### config.mk
export PLATFORM = sky130hd
export DESIGN_NAME = rvfi_trace_tx
export DESIGN_NICKNAME = d
export VERILOG_FILES = /design/src/rtl/psp_trace_pkg.sv /design/src/rtl/rvfi_trace_tx_fifo.sv /design/src/rtl/rvfi_trace_tx.sv
export SDC_FILE = /design/constraint.sdc
export NUM_CORES = 1
export LEC_CHECK = 0
export ABC_AREA = 1
export CAP_MARGIN = 20
export CORE_MARGIN = 4
export CORE_UTILIZATION = 60
export DETAILED_ROUTE_END_ITERATION = 10
export GPL_ROUTABILITY_DRIVEN = 0
export PLACE_DENSITY = 0.8
export RECOVER_POWER = 50
export SLEW_MARGIN = 20
export SYNTH_ARGS = -nofsm -noshare
export SYNTH_HDL_FRONTEND = slang
export SYNTH_SLANG_ARGS = --single-unit
### constraint.sdc
create_clock -name clk -period 19.4 [get_ports clk]
set_clock_uncertainty 0.15 [all_clocks]
set_input_delay 2.91 -clock clk [delete_from_list [all_inputs] [get_ports clk]]
set_output_delay 2.91 -clock clk [all_outputs]
set_load 0.01 [all_outputs]
### src/rtl/psp_trace_pkg.sv
// Shared types for the RVFI retirement trace transmitter.
// Record layout, frame constants and serializer states.
package psp_trace_pkg;

  localparam logic [7:0] TRACE_SYNC_BYTE   = 8'hA5;
  localparam int         TRACE_FRAME_BYTES = 17;

  typedef struct packed {
    logic [31:0] rd_wdata;
    logic [31:0] insn;
    logic [31:0] pc;
    logic [31:0] order32;
  } trace_rec_t;

  typedef enum logic [1:0] {
    IDLE,
    START,
    DATA,
    STOP
  } trace_state_t;

endpackage

### src/rtl/rvfi_trace_tx_fifo.sv
// Synchronous record FIFO for the trace transmitter.
// Extra pointer bit separates full from empty.
module trace_fifo
  import psp_trace_pkg::*;
#(
  parameter int DEPTH = 4
) (
  input  logic       clk,
  input  logic       reset,
  input  logic       push_i,
  input  trace_rec_t wdata_i,
  input  logic       pop_i,
  output trace_rec_t rdata_o,
  output logic       full_o,
  output logic       empty_o
);

  localparam int AW = $clog2(DEPTH);

  trace_rec_t     mem_q [DEPTH];
  logic  [AW:0]   wr_q;
  logic  [AW:0]   rd_q;

  always_ff @(posedge clk) begin
    if (reset) begin
      wr_q <= '0;
      rd_q <= '0;
    end else begin
      if (push_i) wr_q <= wr_q + 1'b1;
      if (pop_i)  rd_q <= rd_q + 1'b1;
    end
  end

  always_ff @(posedge clk) begin
    if (push_i) mem_q[wr_q[AW-1:0]] <= wdata_i;
  end

  assign rdata_o = mem_q[rd_q[AW-1:0]];
  assign empty_o = (wr_q == rd_q);
  assign full_o  = (wr_q[AW-1:0] == rd_q[AW-1:0])
                && (wr_q[AW] != rd_q[AW]);

endmodule

### src/rtl/rvfi_trace_tx.sv
// RVFI retirement trace: order numbering, record FIFO and
// framed UART 8N1 serializer (sync byte + 16 record bytes).
module rvfi_trace_tx
  import psp_trace_pkg::*;
#(
  parameter int CLKS_PER_BIT = 868,
  parameter int DEPTH        = 4
) (
  input  logic        clk,
  input  logic        reset,
  input  logic        rvfi_valid,
  input  logic [31:0] rvfi_insn,
  input  logic [31:0] rvfi_pc_rdata,
  input  logic [4:0]  rvfi_rd_addr,
  input  logic [31:0] rvfi_rd_wdata,
  output logic        tx,
  output logic        busy,
  output logic        overflow,
  output logic [15:0] dropped_count,
  output logic [63:0] order
);

  trace_state_t state_q, state_d;

  logic [15:0]  cnt_q;
  logic [2:0]   bit_q;
  logic [4:0]   idx_q;
  logic [7:0]   byte_q;
  logic [127:0] rec_q;
  logic [63:0]  order_q;
  logic         ovf_q;
  logic [15:0]  drop_q;

  trace_rec_t rec_in, head;
  logic       full, empty;
  logic       pop, push, drop;
  logic       bit_end, last_byte;

  assign rec_in.rd_wdata = (rvfi_rd_addr == 5'd0) ? 32'd0 : rvfi_rd_wdata;
  assign rec_in.insn     = rvfi_insn;
  assign rec_in.pc       = rvfi_pc_rdata;
  assign rec_in.order32  = order_q[31:0];

  assign pop  = (state_q == IDLE) && !empty;
  // a pop on this edge frees a slot, so a full FIFO still accepts
  assign push = rvfi_valid && (!full || pop);
  assign drop = rvfi_valid && full && !pop;

  trace_fifo #(
    .DEPTH (DEPTH)
  ) u_fifo (
    .clk     (clk),
    .reset   (reset),
    .push_i  (push),
    .wdata_i (rec_in),
    .pop_i   (pop),
    .rdata_o (head),
    .full_o  (full),
    .empty_o (empty)
  );

  assign bit_end   = (cnt_q == 16'(CLKS_PER_BIT - 1));
  assign last_byte = (idx_q >= 5'(TRACE_FRAME_BYTES - 1));

  always_ff @(posedge clk) begin
    if (reset) state_q <= IDLE;
    else       state_q <= state_d;
  end

  always_comb begin
    state_d = state_q;
    unique case (state_q)
      IDLE:  if (!empty) state_d = START;
      START: if (bit_end) state_d = DATA;
      DATA:  if (bit_end && bit_q == 3'd7) state_d = STOP;
      STOP:  if (bit_end) state_d = last_byte ? IDLE : START;
      default: state_d = IDLE;
    endcase
  end

  always_comb begin
    tx = 1'b1;
    unique case (state_q)
      START:   tx = 1'b0;
      DATA:    tx = byte_q[bit_q];
      default: tx = 1'b1;
    endcase
  end

  always_ff @(posedge clk) begin
    if (reset) begin
      cnt_q  <= '0;
      bit_q  <= '0;
      idx_q  <= '0;
      byte_q <= TRACE_SYNC_BYTE;
      rec_q  <= '0;
    end else begin
      if (state_q == IDLE || bit_end) cnt_q <= '0;
      else                            cnt_q <= cnt_q + 16'd1;
      if (pop) begin
        rec_q  <= head;
        byte_q <= TRACE_SYNC_BYTE;
        idx_q  <= '0;
        bit_q  <= '0;
      end
      if (state_q == DATA && bit_end) bit_q <= bit_q + 3'd1;
      // next byte comes from the low end of the record
      if (state_q == STOP && bit_end && !last_byte) begin
        idx_q  <= idx_q + 5'd1;
        byte_q <= rec_q[7:0];
        rec_q  <= rec_q >> 8;
      end
    end
  end

  always_ff @(posedge clk) begin
    if (reset) begin
      order_q <= '0;
      ovf_q   <= 1'b0;
      drop_q  <= '0;
    end else if (rvfi_valid) begin
      order_q <= order_q + 64'd1;
      if (drop) begin
        ovf_q <= 1'b1;
        if (drop_q != 16'hFFFF) drop_q <= drop_q + 16'd1;
      end
    end
  end

  assign busy          = (state_q != IDLE) || !empty;
  assign overflow      = ovf_q;
  assign dropped_count = drop_q;
  assign order         = order_q;

endmodule

Word-level counts from Yosys, hierarchy flattened
Memories as Yosys holds them, arrays and structs flattened. A register that Yosys moved wholly into a read port is not among the register bits.
Cells that the tools add are included.
{ "word_totals": {"romBits": 0, "ramBits": 512, "latch_bits": 0, "word_cells": 83, "out_inout_bits": 83, "memories": 1, "reg_bits": 249} }
{ "op_classes": {"n_lt_le_gt_ge": 2, "add_sub_neg": 7, "multipliers": 0, "mux": 22, "n_bitwise": 0, "n_shift": 0, "eq_ne": 13, "n_reduce_logical": 26, "div_mod_pow": 0} }
{ "mem_list": {"columns": ["name", "words", "width", "rd", "rd_ports_with_merged_regs", "write_ports", "line_no", "rtl"], "rows": [
  ["u_fifo.mem_q", 4, 128, 1, 1, 1, "rvfi_trace_tx_fifo.sv:20", "trace_rec_t mem_q [DEPTH];"]
]} }
{ "op_table": {"columns": ["operator", "n"], "rows": [
  ["$mux W120", 2],
  ["$add A64 B1 Y64 const B", 1],
  ["$add A16 B1 Y16 const B", 2],
  ["$mux W32", 1],
  ["$eq A16 B10 Y1 const B", 1],
  ["$mux W8", 2],
  ["$ne A16 B16 Y1 const B", 1],
  ["$mux W2", 6],
  ["$mux W5", 2],
  ["$add A3 B1 Y3 const B", 3],
  ["$logic_and A1 B1 Y1", 9],
  ["$ne A2 B2 Y1 const B", 4],
  ["$pmux W2 S4", 1],
  ["$mux W3", 2],
  ["$reduce_bool A2 Y1", 3],
  ["$add A5 B1 Y5 const B", 1],
  ["$ge A5 B5 Y1 const B", 1],
  ["$logic_not A5 Y1", 1],
  ["$eq A2 B2 Y1 const B", 2],
  ["$logic_not A1 Y1", 4],
  ["$lt A3 B4 Y1 const B", 1],
  ["$mux W1", 4],
  ["$reduce_and A4 Y1", 1],
  ["$reduce_or A2 Y1", 2],
  ["other kinds (11)", 13]
]} }

Depth between registers and ports, before layout
{ "logic_depth": {"word_depth": 7, "ltp_mapped": 12} }

By module
From an unflattened synthesis, not the netlist that was laid out.
{ "hier_totals": {"cells_unflattened": 4022, "hier_area_um2": 35076.1} }
{ "modules_own_cells": {"columns": ["module", "instances", "area_per_inst_um2", "cells_per_inst", "seq_area_each_um2"], "rows": [
  ["trace_fifo", 1, 21683.3, 1935, 15534.9],
  ["rvfi_trace_tx", 1, 13392.8, 2087, 4864.7]
]} }

Least setup slack after synthesis
No wires, ideal clock.
{ "synth_path": {"path_kind": "input to register", "from": "input rvfi_valid", "to": "memory u_fifo.mem_q[0][0] in the netlist's numbering, enable pin", "required_time_ns": 18.633, "stages": 5, "setup_slack_ns": 9.806, "arrival_time_ns": 8.827, "n_path_buf": 1, "cell_sequence": "inv_1 > clkbuf_1 > nor2_1 > inv_1 > nor2_1"} }
{ "synth_between": {"elab_chain_cells": 3} }
{ "synth_rtl": {"columns": ["element", "line_no", "rtl"], "rows": [
  ["start, declared", "rvfi_trace_tx.sv:11", "input logic rvfi_valid,"],
  ["$logic_and A1 B1 Y1", "rvfi_trace_tx.sv:46", "assign push = rvfi_valid && (!full || pop);"],
  ["$mux W1", "rvfi_trace_tx_fifo.sv:35", "if (push_i) mem_q[wr_q[AW-1:0]] <= wdata_i;"],
  ["$mux W1 (not written as such)", "rvfi_trace_tx_fifo.sv:35", null],
  ["end, declared", "rvfi_trace_tx_fifo.sv:20", null]
]} }
No other way between the ends.

Final worst setup path
{ "layout_path": {"from": "input reset", "to": "register cnt_q[8]"} }
{ "layout_between": {"elab_chain_cells": 1} }
{ "layout_rtl": {"columns": ["element", "line_no", "rtl"], "rows": [
  ["start, declared", "rvfi_trace_tx.sv:10", "input logic reset,"],
  ["$reduce_or A2 Y1 (no source line)", null, null],
  ["end signal, assigned", "rvfi_trace_tx.sv:99", "else cnt_q <= cnt_q + 16'd1;"],
  ["end, declared", "rvfi_trace_tx.sv:25", "logic [15:0] cnt_q;"]
]} }
No other way between the ends.
A chain may end at the register's enable or synchronous reset.

==> impl_metrics.toml <==
[grt]
grt_max_degree = 160
grt_use_total_pct = 25.7
grt_overflow = 0
grt_pass1_vias = 23100
grt_antenna_before_repair = 2
grt_first_pass_wirelength_mm = 120

[min_path]
whs_path_depth = 1
hold_class = "reg2reg"

[route]
wirelength_mm = 76.2
drtIter0Drc = 2413
wl_per_cell_um = 17.8
vias_per_cell = 5.68
final_antenna_net_count = 0
vias = 24300
drc = 0
first_pass_iters = 6

[synthesis]
synthArstFlopShare_pct = 0
synth_top_area_share_pct = 47.1
synth.most_common_cell = "nor2_1"
syn-cell-area_um2 = 32700
syn_inst = 3450
yosysWarnings = 0
yosys-top-cells-area = "edfxtp_1 (47%), dfxtp_1 (15%), nor2_1 (6.9%), nand3_1 (6.4%), nand2_1 (6.3%)"
synthAdderAreaFrac_pct = 0.613
syn_avg_cell_area_um2 = 9.47
synth_simple_gate_area_share_pct = 21.7
synthMuxAreaShare_pct = 0
synth_top_family_by_area = "simple AND/OR/NAND/NOR gates"
synth_compound_area_share_pct = 7.80
synthFlopType = "edfxtp_1"
seq_area_frac_synth_pct = 62.5
synth_nets = 3570
synth_edf_count = 512
ys_ff_latch = 763
synth_xor_area_share_pct = 0.774
synthTopCellsByCount = "nor2_1 (603), nand2_1 (545), edfxtp_1 (512)"
synth_cell_types = 41
yosysTopAreaCell = "edfxtp_1"

[timing]
worst_slew_pin_slew_ns = 4.29
maxSlewViolCount = 265
setup_violations = 0
fin_setup_tns_ns = 0
rsz0062_at_grt = "no"
period_minus_slack_ns = 11.66
hold_violations = 0
fmax_mhz = 85.8
fin_crit_sh_pct = 60.1
slew_headroom_pct = -188

[clock_tree]
clk-insertion-delay-late_ns = 0.60
cts_tree = "done"
cts.path.max_buffers = 3
hold_buffers = 0
root_buffer = "clkbuf_16"
clkSinkCount = 763
cts_setup_buffers = 0
clk_pin_slew_ns = 0.06
htreeDepth = 3
cts_buffers = 75
ctsResizeCount = 0

[placement]
portBuffers = 186
dpl.hpwl_mm = 43.8

[die]
ioPinCount = 187
start_util_pct = 60.7
core_area_um2 = 53800
die_area_um2 = 58200
dieWidth_um = 241
rows = 85
die_h_um = 241

[pwr]
powerDensity_nw_per_um2 = 122
cellLeakagePower_uw = 0.0138
ir_worst_vdd_uv = 120
power_uw = 4520

[setup_path]
critPathRequiredTime_ns = 19.72
worst_setup_path_end_kind = "flop"
crit_type = "in2reg"
worstSetupStartpointType = "primary input"
worstPathMaxFanout = 130
reg2reg_depth = 11
critPathArrivalTime_ns = 11.98

[run_status]
violations = "max-capacitance violations, max-slew violations"
outcome = "finished, violations left"

[finish]
drive_gt1_share_pct = 5.06
nNetsFinal = 3638
area_growth_pct = 13.0

[job]
cap_violations = 4
## report_power, final
part / internal (uW) / switching [uW] / total [uW] / leakage (uW)
Sequential: 1930 / 126 / 2050 / 0.00676
Combinational: 338 / 698 / 1040 / 0.00583
Clock: 836 / 595 / 1430 / 0.00119
Total: 3100 / 1420 / 4520 / 0.0138
## stage by stage
stage	setup slack, ns	util (%)	instances	hold WS, ns	instance area [um^2]
final	7.74	68.6	4273	0.309	36900
after global routing	6.94	68.6	4272	0.327	36900
after CTS	13.13	68.6	4270	0.309	36900
after detailed placement	12.50	64.0	4136	0.296	34500
after global placement	12.61	64.0	4136	0.283	34500
after floorplan	9.81	-	3450	0.268	32700
## state kept, by name, summed over array words and instances (netlist names), named ones only
name           cells
overflow           1
u_fifo.rd_q        3
byte_q             8
state_q            2
u_fifo.mem_q     512
u_fifo.wr_q        3
cnt_q             16
dropped_count     16
rec_q            128
idx_q              5
bit_q              3
order             64
## final timing paths
kind,startpoint,slack [ns],to
worst max-delay path,reset,7.74,cnt_q[8]$_SDFF_PP0_
worst min-delay path,cnt_q[0]$_SDFF_PP0_,0.31,cnt_q[0]$_SDFF_PP0_
worst max register to register,state_q[0]$_SDFFE_PP0P_,15.50,u_fifo.mem_q[1][118]$_DFFE_PP_
worst min register to register,cnt_q[0]$_SDFF_PP0_,0.31,cnt_q[0]$_SDFF_PP0_
## layout by cell type, fill, tap and decap left out, types with 3 or more instances in the layout
cell type        count
a21oi_1             75
buf_12               3
buf_4               14
bufinv_16            4
clkbuf_1            18
clkbuf_16           79
clkbuf_8            10
clkdlybuf4s50_1    116
clkinv_1             9
clkinv_2            12
clkinvlp_4           5
dfxtp_1            249
dlygate4sd3_1       69
edfxtp_1           512
ha_1                16
inv_1              256
inv_2                5
nand2_1            546
nand3_1            415
nand3_2             22
nand4_1             25
nor2_1             599
nor2_2               7
nor2_4               4
nor3_1              26
nor3b_1              8
o211ai_1             3
o21ai_0            317
o21ai_1             87
o22ai_1              4
o32ai_1              8
xnor2_1             12
xor2_1              15
## cell type report
type / instances / area (um^2)
Clock inverter: 30 / 269
Clock buffer: 104 / 2170
Inverter: 267 / 1020
Sequential cell: 763 / 20400
Fill cell: 3985 / 16900
Timing Repair Buffer: 207 / 2040
Antenna cell: 2 / 5.00
Multi-Input combinational cell: 2204 / 10100
Tap cell: 696 / 871
## worst max-delay path: stages
cell,delay (ns)
buf_2,0.07
clkbuf_1,1.64
clkinvlp_2,4.57
nand3_1,2.29
inv_1,0.23
o21ai_0,0.15
a21oi_1,0.05
## layer usage
| layer | track usage (%) | part of all wire, % |
|---|---|---|
| met2 | 42.4 | 48 |
| met5 | 0 | 0 |
| met4 | 7.70 | 2.6 |
| met1 | 35.8 | 42 |
| met3 | 4.13 | 7.4 |
## cells by family (layout without fill, tap and decap cells)
group                      Yosys count  count (layout)
and+or+nand+nor                   1662            1662
xor gates and xnor gates            28              28
other                                0               2
buffers and inverters              483             608
adders and majority gates           16              16
AOI/OAI and AO/OA                  498             498
DFF                                763             763
No activity file was read; power rests on OpenSTA's default activity.
